$ cat src/rtl/sonar_pkg.sv
// Shared types and widths for the sonar distance filter.
package sonar_pkg;

    localparam int unsigned DIST_W = 16;
    localparam int unsigned REJ_W  = 8;

    // Fill level of the 3-entry median window
    typedef enum logic [1:0] {
        StEmpty = 2'd0,
        StOne   = 2'd1,
        StTwo   = 2'd2,
        StFull  = 2'd3
    } fill_state_e;

endpackage

$ cat src/rtl/median3.sv
// Combinational median of three unsigned distances.
// Only built with SONAR_MEDIAN_EN, since only the windowed filter uses it.
`ifdef SONAR_MEDIAN_EN
module median3
    import sonar_pkg::*;
(
    input  logic [DIST_W-1:0] a_i,
    input  logic [DIST_W-1:0] b_i,
    input  logic [DIST_W-1:0] c_i,
    output logic [DIST_W-1:0] med_o
);

    logic [DIST_W-1:0] lo_ab;
    logic [DIST_W-1:0] hi_ab;
    logic [DIST_W-1:0] lo_hc;

    // median = max(min(a,b), min(max(a,b),c))
    always_comb begin
        lo_ab = (a_i < b_i) ? a_i : b_i;
        hi_ab = (a_i < b_i) ? b_i : a_i;
        lo_hc = (hi_ab < c_i) ? hi_ab : c_i;
        med_o = (lo_ab > lo_hc) ? lo_ab : lo_hc;
    end

endmodule
`endif

$ cat src/rtl/sonar_distance_filter.sv
// Range-gates raw sonar samples, filters them and flags near obstacles / stale data.
// Define SONAR_MEDIAN_EN for the 3-sample median window; otherwise samples pass through.
module sonar_distance_filter
    import sonar_pkg::*;
#(
    parameter int unsigned MIN_CM         = 2,
    parameter int unsigned MAX_CM         = 399,
    parameter int unsigned DEFAULT_CM     = 25,
    parameter int unsigned NEAR_CM        = 20,
    parameter int unsigned HYST_CM        = 5,
    parameter int unsigned TIMEOUT_CYCLES = 12_500_000
) (
    input  logic              clk_125mhz,
    input  logic              reset_n,
    input  logic [DIST_W-1:0] distance_cm,
    input  logic              measurement_ready,
    output logic [DIST_W-1:0] distance_out,
    output logic              valid_out,
    output logic              obstacle_near,
    output logic              stale,
    output logic [REJ_W-1:0]  reject_count
);

    localparam int unsigned CntW = (TIMEOUT_CYCLES > 1) ? $clog2(TIMEOUT_CYCLES) : 1;

    localparam logic [DIST_W-1:0] MinCm     = DIST_W'(MIN_CM);
    localparam logic [DIST_W-1:0] MaxCm     = DIST_W'(MAX_CM);
    localparam logic [DIST_W-1:0] DefaultCm = DIST_W'(DEFAULT_CM);
    localparam logic [DIST_W-1:0] NearCm    = DIST_W'(NEAR_CM);
    localparam logic [DIST_W-1:0] ReleaseCm = DIST_W'(NEAR_CM + HYST_CM);
    localparam logic [CntW-1:0]   StaleTerm = CntW'(TIMEOUT_CYCLES - 1);

    logic              accept;
    logic              reject;
    logic [DIST_W-1:0] filt;

    assign accept = measurement_ready && (distance_cm >= MinCm) && (distance_cm <= MaxCm);
    assign reject = measurement_ready && !accept;

`ifdef SONAR_MEDIAN_EN
    fill_state_e       state_q;
    fill_state_e       state_d;
    logic [DIST_W-1:0] win_q [3];
    logic [DIST_W-1:0] med;

    always_comb begin
        state_d = state_q;
        if (accept) begin
            case (state_q)
                StEmpty: state_d = StOne;
                StOne:   state_d = StTwo;
                StTwo:   state_d = StFull;
                StFull:  state_d = StFull;
            endcase
        end
    end

    always_ff @(posedge clk_125mhz) begin
        if (!reset_n) begin
            state_q <= StEmpty;
            win_q   <= '{default: '0};
        end else begin
            state_q <= state_d;
            if (accept) begin
                win_q[2] <= win_q[1];
                win_q[1] <= win_q[0];
                win_q[0] <= distance_cm;
            end
        end
    end

    median3 u_median3 (
        .a_i   (win_q[0]),
        .b_i   (win_q[1]),
        .c_i   (win_q[2]),
        .med_o (med)
    );

    // Two samples: report the nearer one so the robot errs towards stopping
    always_comb begin
        filt = win_q[0];
        case (state_q)
            StTwo:   filt = (win_q[0] < win_q[1]) ? win_q[0] : win_q[1];
            StFull:  filt = med;
            default: filt = win_q[0];
        endcase
    end
`else
    logic [DIST_W-1:0] latest_q;

    always_ff @(posedge clk_125mhz) begin
        if (!reset_n) begin
            latest_q <= '0;
        end else if (accept) begin
            latest_q <= distance_cm;
        end
    end

    assign filt = latest_q;
`endif

    logic              pend_q;
    logic [DIST_W-1:0] dist_q;
    logic              valid_q;
    logic              near_q;
    logic [CntW-1:0]   stale_cnt_q;
    logic [REJ_W-1:0]  rej_q;

    // Second stage: publish the value the first stage captured on the previous cycle
    always_ff @(posedge clk_125mhz) begin
        if (!reset_n) begin
            pend_q      <= 1'b0;
            dist_q      <= DefaultCm;
            valid_q     <= 1'b0;
            near_q      <= 1'b0;
            stale_cnt_q <= '0;
            rej_q       <= '0;
        end else begin
            pend_q  <= accept;
            valid_q <= pend_q;
            if (pend_q) begin
                dist_q <= filt;
                if (filt < NearCm) begin
                    near_q <= 1'b1;
                end else if (filt >= ReleaseCm) begin
                    near_q <= 1'b0;
                end
            end
            if (accept) begin
                stale_cnt_q <= '0;
            end else if (stale_cnt_q != StaleTerm) begin
                stale_cnt_q <= stale_cnt_q + CntW'(1);
            end
            if (reject && (rej_q != '1)) begin
                rej_q <= rej_q + REJ_W'(1);
            end
        end
    end

    assign stale         = (stale_cnt_q == StaleTerm);
    assign distance_out  = dist_q;
    assign valid_out     = valid_q;
    assign obstacle_near = near_q | stale;
    assign reject_count  = rej_q;

endmodule
$ cat config.mk
export PLATFORM = sky130hd
export DESIGN_NAME = sonar_distance_filter
export DESIGN_NICKNAME = d
export VERILOG_FILES = /design/src/rtl/sonar_pkg.sv /design/src/rtl/median3.sv /design/src/rtl/sonar_distance_filter.sv
export SDC_FILE = /design/constraint.sdc
export NUM_CORES = 1
export LEC_CHECK = 0
export ABC_AREA = 1
export CAP_MARGIN = 40
export CORE_MARGIN = 1
export CORE_UTILIZATION = 30
export DETAILED_ROUTE_END_ITERATION = 8
export PLACE_DENSITY = 0.54
export SLEW_MARGIN = 25
export SYNTH_ARGS = -nofsm -noshare
export SYNTH_HDL_FRONTEND = slang
export SYNTH_SLANG_ARGS = --single-unit
$ cat constraint.sdc
create_clock -name clk_125mhz -period 1.8 [get_ports clk_125mhz]
set_clock_uncertainty 0.1 [all_clocks]
set_input_delay 0.36 -clock clk_125mhz [delete_from_list [all_inputs] [get_ports clk_125mhz]]
set_output_delay 0.36 -clock clk_125mhz [all_outputs]
set_load 0.02 [all_outputs]
* After elaboration in Yosys (flattened, before gate mapping) *
Index checks and enable logic that the tools add are counted.

word-level totals
  register bits after elaboration = 67
  bits in latches = 0
  RAM bits = 0
  memory bits (read-only) = 0
  bits of input ports = 19
  output and inout port bits = 27
  word-level logic and storage cells = 28
  memories kept = 0

operators by class
  $add $sub $neg = 2
  $mul = 0
  divide/modulo/power cells = 0
  magnitude comparators = 4
  equality and inequality tests = 3
  shift operators = 0
  multiplexer cells = 2
  bitwise logic cells = 2
  reduce and logical (&&, ||, !) cells = 8

operators by type and width
  operator                                                          number
  adder 24 x 1 -> 24 bit (second input constant)                    1
  == test 24 bit (second input constant)                            1
  != test 24 bit (second input constant)                            1
  >= comparator 16 x 2 -> 1 bit (second input constant)             1
  >= comparator 16 x 5 -> 1 bit (second input constant)             1
  less-or-equal comparator 16 x 9 -> 1 bit (second input constant)  1
  less-than comparator 16 x 5 -> 1 bit (second input constant)      1
  adder 8 x 1 -> 8 bit (second input constant)                      1
  != test 8 bit (second input constant)                             1
  logical AND 1 bit                                                 4
  two-way mux 1 bit                                                 2
  AND reduction 2 bit                                               1
  nonzero test 2 bit                                                1
  OR reduction 2 bit                                                1
  zero test 1 bit                                                   1
  inverter 1 bit                                                    1
  bitwise OR 1 bit                                                  1

* Logic depth before layout (Yosys ltp) *
  word-level depth = 6
  gate-level depth with buffers = 9
  mapped depth without buffers = 8

* Worst setup path before layout *
Ideal clock, no wire load.

  kind = reg2out
  from = reg stale_cnt_q[0]
  to = out obstacle_near
  arrival = 1.193 ns
  required time = 1.340 ns
  slack = 0.147 ns
  stages on the path, launching flop included = 6
  buffers on the path = 0
  path through = dfxtp_1 > ha_1 > nand4_1 > nor3_2 > nand3_1 > nand2_1

on the way
  longest elaborated chain between the ends = 2

ends and longest elaborated chain
  element                   line                          text
  start: declaration        sonar_distance_filter.sv:106  logic [CntW-1:0] stale_cnt_q;
  start signal: assignment  sonar_distance_filter.sv:132  stale_cnt_q <= stale_cnt_q + CntW'(1);
  == test 24 bit            sonar_distance_filter.sv:140  assign stale = (stale_cnt_q == StaleTerm);
  bitwise OR 1 bit          sonar_distance_filter.sv:143  assign obstacle_near = near_q | stale;
  end: declaration          sonar_distance_filter.sv:19   output logic obstacle_near,

Every way passes these cells.

* Worst setup path after layout *
  from = reg stale_cnt_q[1]
  to = out obstacle_near

The elaborated chain is that of the path after synthesis.

==> summary.txt <==
status = complete, but fails checks
failing checks = negative setup slack
Worst path top cell family by delay = simple AND/OR/NAND/NOR gates
largest net degree at the start of global routing = 26
worst vdd ir = 422 uV
CTS root buf = clkbuf_8
chip width = 103 um
post-synth top area cell = dfxtp_1
# Max-Cap Violations = 0
slowest CP cell = dfxtp_2
hold buffers post-CTS = 0
unrepaired setup endpoints after global routing = yes
finished layout cell area = 4350 um2
port buffer count = 45
gpl congestion = 0.824
total number of vias = 2985
Synth Net Count = 441
Worst EP arrival = 1.51 ns
clk_lat worst skew = 0.35 ns
synthesized flop and latch total = 67
Die ar. = 10600 um2
Pint = 2160 uW
Critical path buffers and inverters = 1
final setup margin = -0.175 ns
# rows = 36
Cell Area, Synth = 3050 um2
Worst Tran Pin Value = 0.327 ns
DR DRC count = 0
Syn Area/Cell = 7.27 um2
largest cells by area after synthesis = dfxtp_1 44%, nand2_1 11%, nor2_1 6.1%
Worst-path clk slew = 0.09 ns
cell count after synthesis = 420
hpwl dp = 5720 um
most common cell after layout, fill and taps aside = nand2_1
DRT iter0 DRCs = 68
most used routing layer = met2
worst hold path class = reg -> reg
Clock Power Share = 42.6%
Req. time, crit path = 1.34 ns
Setup crit start kind = flip-flop
antenna violations before repair = 0
clock period minus worst slack = 1.97 ns
critical path peak fanout = 3
routing usage on met2 = 25.3%
Yosys warning count = 0
met1 Use GR = 20.2%
Post-DRT Antenna Nets = 0
Clock Tree Buf Depth = 2
Global Route met3 Usage = 2.92%
switching pwr = 812 uW
Netlist cell types = 35
worst setup path class = reg -> out
post-synthesis sequential area ratio = 43.9%
DP Area = 4070 um2
Reg power frac = 50.6%
first-pass GRT wire length = 12800 um
P&R area growth vs syn = 42.4%
Net Sw Frac = 27.3%
wirelength, routed = 7650 um
Pleak = 0.00186 uW
Cell Chain, Critical Path = ha_4, nand4_1, nor3_4, nand3_2, nand2_2, buf_6
CP endpoint kind = output pin
fin crit share = 110%
initial core utilization = 31.1%
GRT Total Usage = 15.6%
Highest Clock Rate = 0.506 GHz
I/O Pins = 46
First-pass DRT Iterations = 4
Worst path max stage delay = 0.37 ns
commonest cells after routing, fill and taps aside = 91 x nand2_1, 61 x dfxtp_1, 61 x buf_4
Fin. Hold Viols = 0
combinational share of power = 6.8%
H-Tree Depth = 3
die height = 103 um
vias per cell = 4.48
relative slew slack = 78.0%
Total Power = 2970 uW
endpoints failing setup = 2
Antenna Cells = 0
DR WL/cell = 11.5 um
Setup TNS = -0.339 ns
GRT Residual Overflow = 0
R2R Setup Slk = 0.12 ns
CTS Sinks = 67
Yosys top cell area share = 43.9%
CTS tree = yes
# fillers = 1060
Slew Limit Fails = 0
vias in the first global route = 2828
nets = 549
share of cells above drive strength 1 = 20.5%
PwrDens = 684 nW/um2
CTS Buf Count = 9
core area = 9820 um2
[tightest hold or removal path: cells and delay by family (launching register included)]
family | cells | cell delay (ns)
buffers and inverters | 1 | 0.07
DFF | 1 | 0.31
and+or+nand+nor | 1 | 0.05
[sequential cells by signal (all words and copies together) (netlist names)]
| register | cells |
|---|---|
| distance_out | 16 |
| filt | 16 |
| near_q | 1 |
| pend_q | 1 |
| reject_count | 8 |
| stale_cnt_q | 24 |
| valid_out | 1 |
[synthesized netlist by cell type]
cell / count
o211a_1: 1
or2_0: 1
xnor2_1: 3
dfxtp_1: 67
nand3_1: 24
nor3_4: 1
nand4_1: 13
ha_1: 2
or2_1: 1
nand2_4: 1
a21oi_2: 1
o21a_1: 1
o21ai_0: 23
and2_0: 1
clkbuf_1: 3
buf_6: 3
nor2_2: 5
nor3_2: 2
o211ai_1: 3
nor3b_2: 1
o21ai_1: 2
nor4_1: 1
xor2_1: 9
nor3_1: 9
nor2_4: 1
a21oi_1: 33
nand3_2: 3
clkinv_1: 3
nor2_1: 50
buf_2: 5
nand3b_1: 4
nand2_2: 1
inv_2: 1
nand2_1: 93
inv_1: 48
[path summary, 6_finish.rpt]
check,cells past startpoint,to,start
setup reg to reg,8,stale_cnt_q[13],stale_cnt_q[1]
hold / removal,2,filt[12],filt[12]
hold reg to reg,2,filt[12],filt[12]
setup / recovery,6,obstacle_near,stale_cnt_q[1]
[through the flow]
| step | cells | setup WS, ns | hold slack [ns] | utilization [%] |
|---|---|---|---|---|
| 4_1_cts | 664 | -0.280 | 0.370 | 43.7 |
| 5_1_grt | 666 | -0.258 | 0.391 | 44.3 |
| 6_report | 666 | -0.175 | 0.364 | 44.3 |
| 3_3_place_gp | 646 | -0.379 | 0.352 | 41.4 |
| 2_1_floorplan | 420 | 0.147 | 0.334 | - |
| 3_5_place_dp | 646 | -0.403 | 0.356 | 41.4 |
[cells by family (layout without fill, tap and decap cells)]
| kind of cell | Yosys count | count (layout) | share of synthesized area [%] |
|---|---|---|---|
| and+or+nand+nor | 212 | 212 | 32.0 |
| adders and majority gates | 2 | 2 | 0.820 |
| AOI/OAI and AO/OA | 64 | 64 | 11.1 |
| DFF | 67 | 67 | 43.9 |
| xor gates and xnor gates | 12 | 12 | 3.44 |
| buffers and inverters | 63 | 176 | 8.69 |
[power groups by stage]
stage	clock [uW]	combinational, uW	sequential [uW]
final	1270	202	1500
after global routing	1370	221	1510
after global placement	0	192	1540
after CTS	1320	197	1500
after floorplan	0	75.8	1540
after detailed placement	0	194	1540
[final cells by class]
cell class,instances,area (um2),area share [%]
clock inverter,7,76.3,1.76
timing repair buffer,108,955,22.0
inverter,52,195,4.49
tap,133,166,3.83
multi-input combinational,290,1480,34.1
sequential,67,1350,31.0
clock buffer,9,124,2.85
[layer usage]
layer | vias up | wire length, um
met5 | - | 0
met4 | 0 | 150
met3 | 14 | 257
met2 | 59 | 3520
met1 | 1335 | 3710
li1 | 1577 | -
[what timing repair did]
item / CTS / global route
hold endpoints to repair: 0 / 0
buffers inserted: 2 / 2
endpoints found under the setup margin: 13 / 9
pin swaps: 5 / 4
gates resized for setup: 28 / 16
Note: power is estimated with default switching activity, not from simulation.
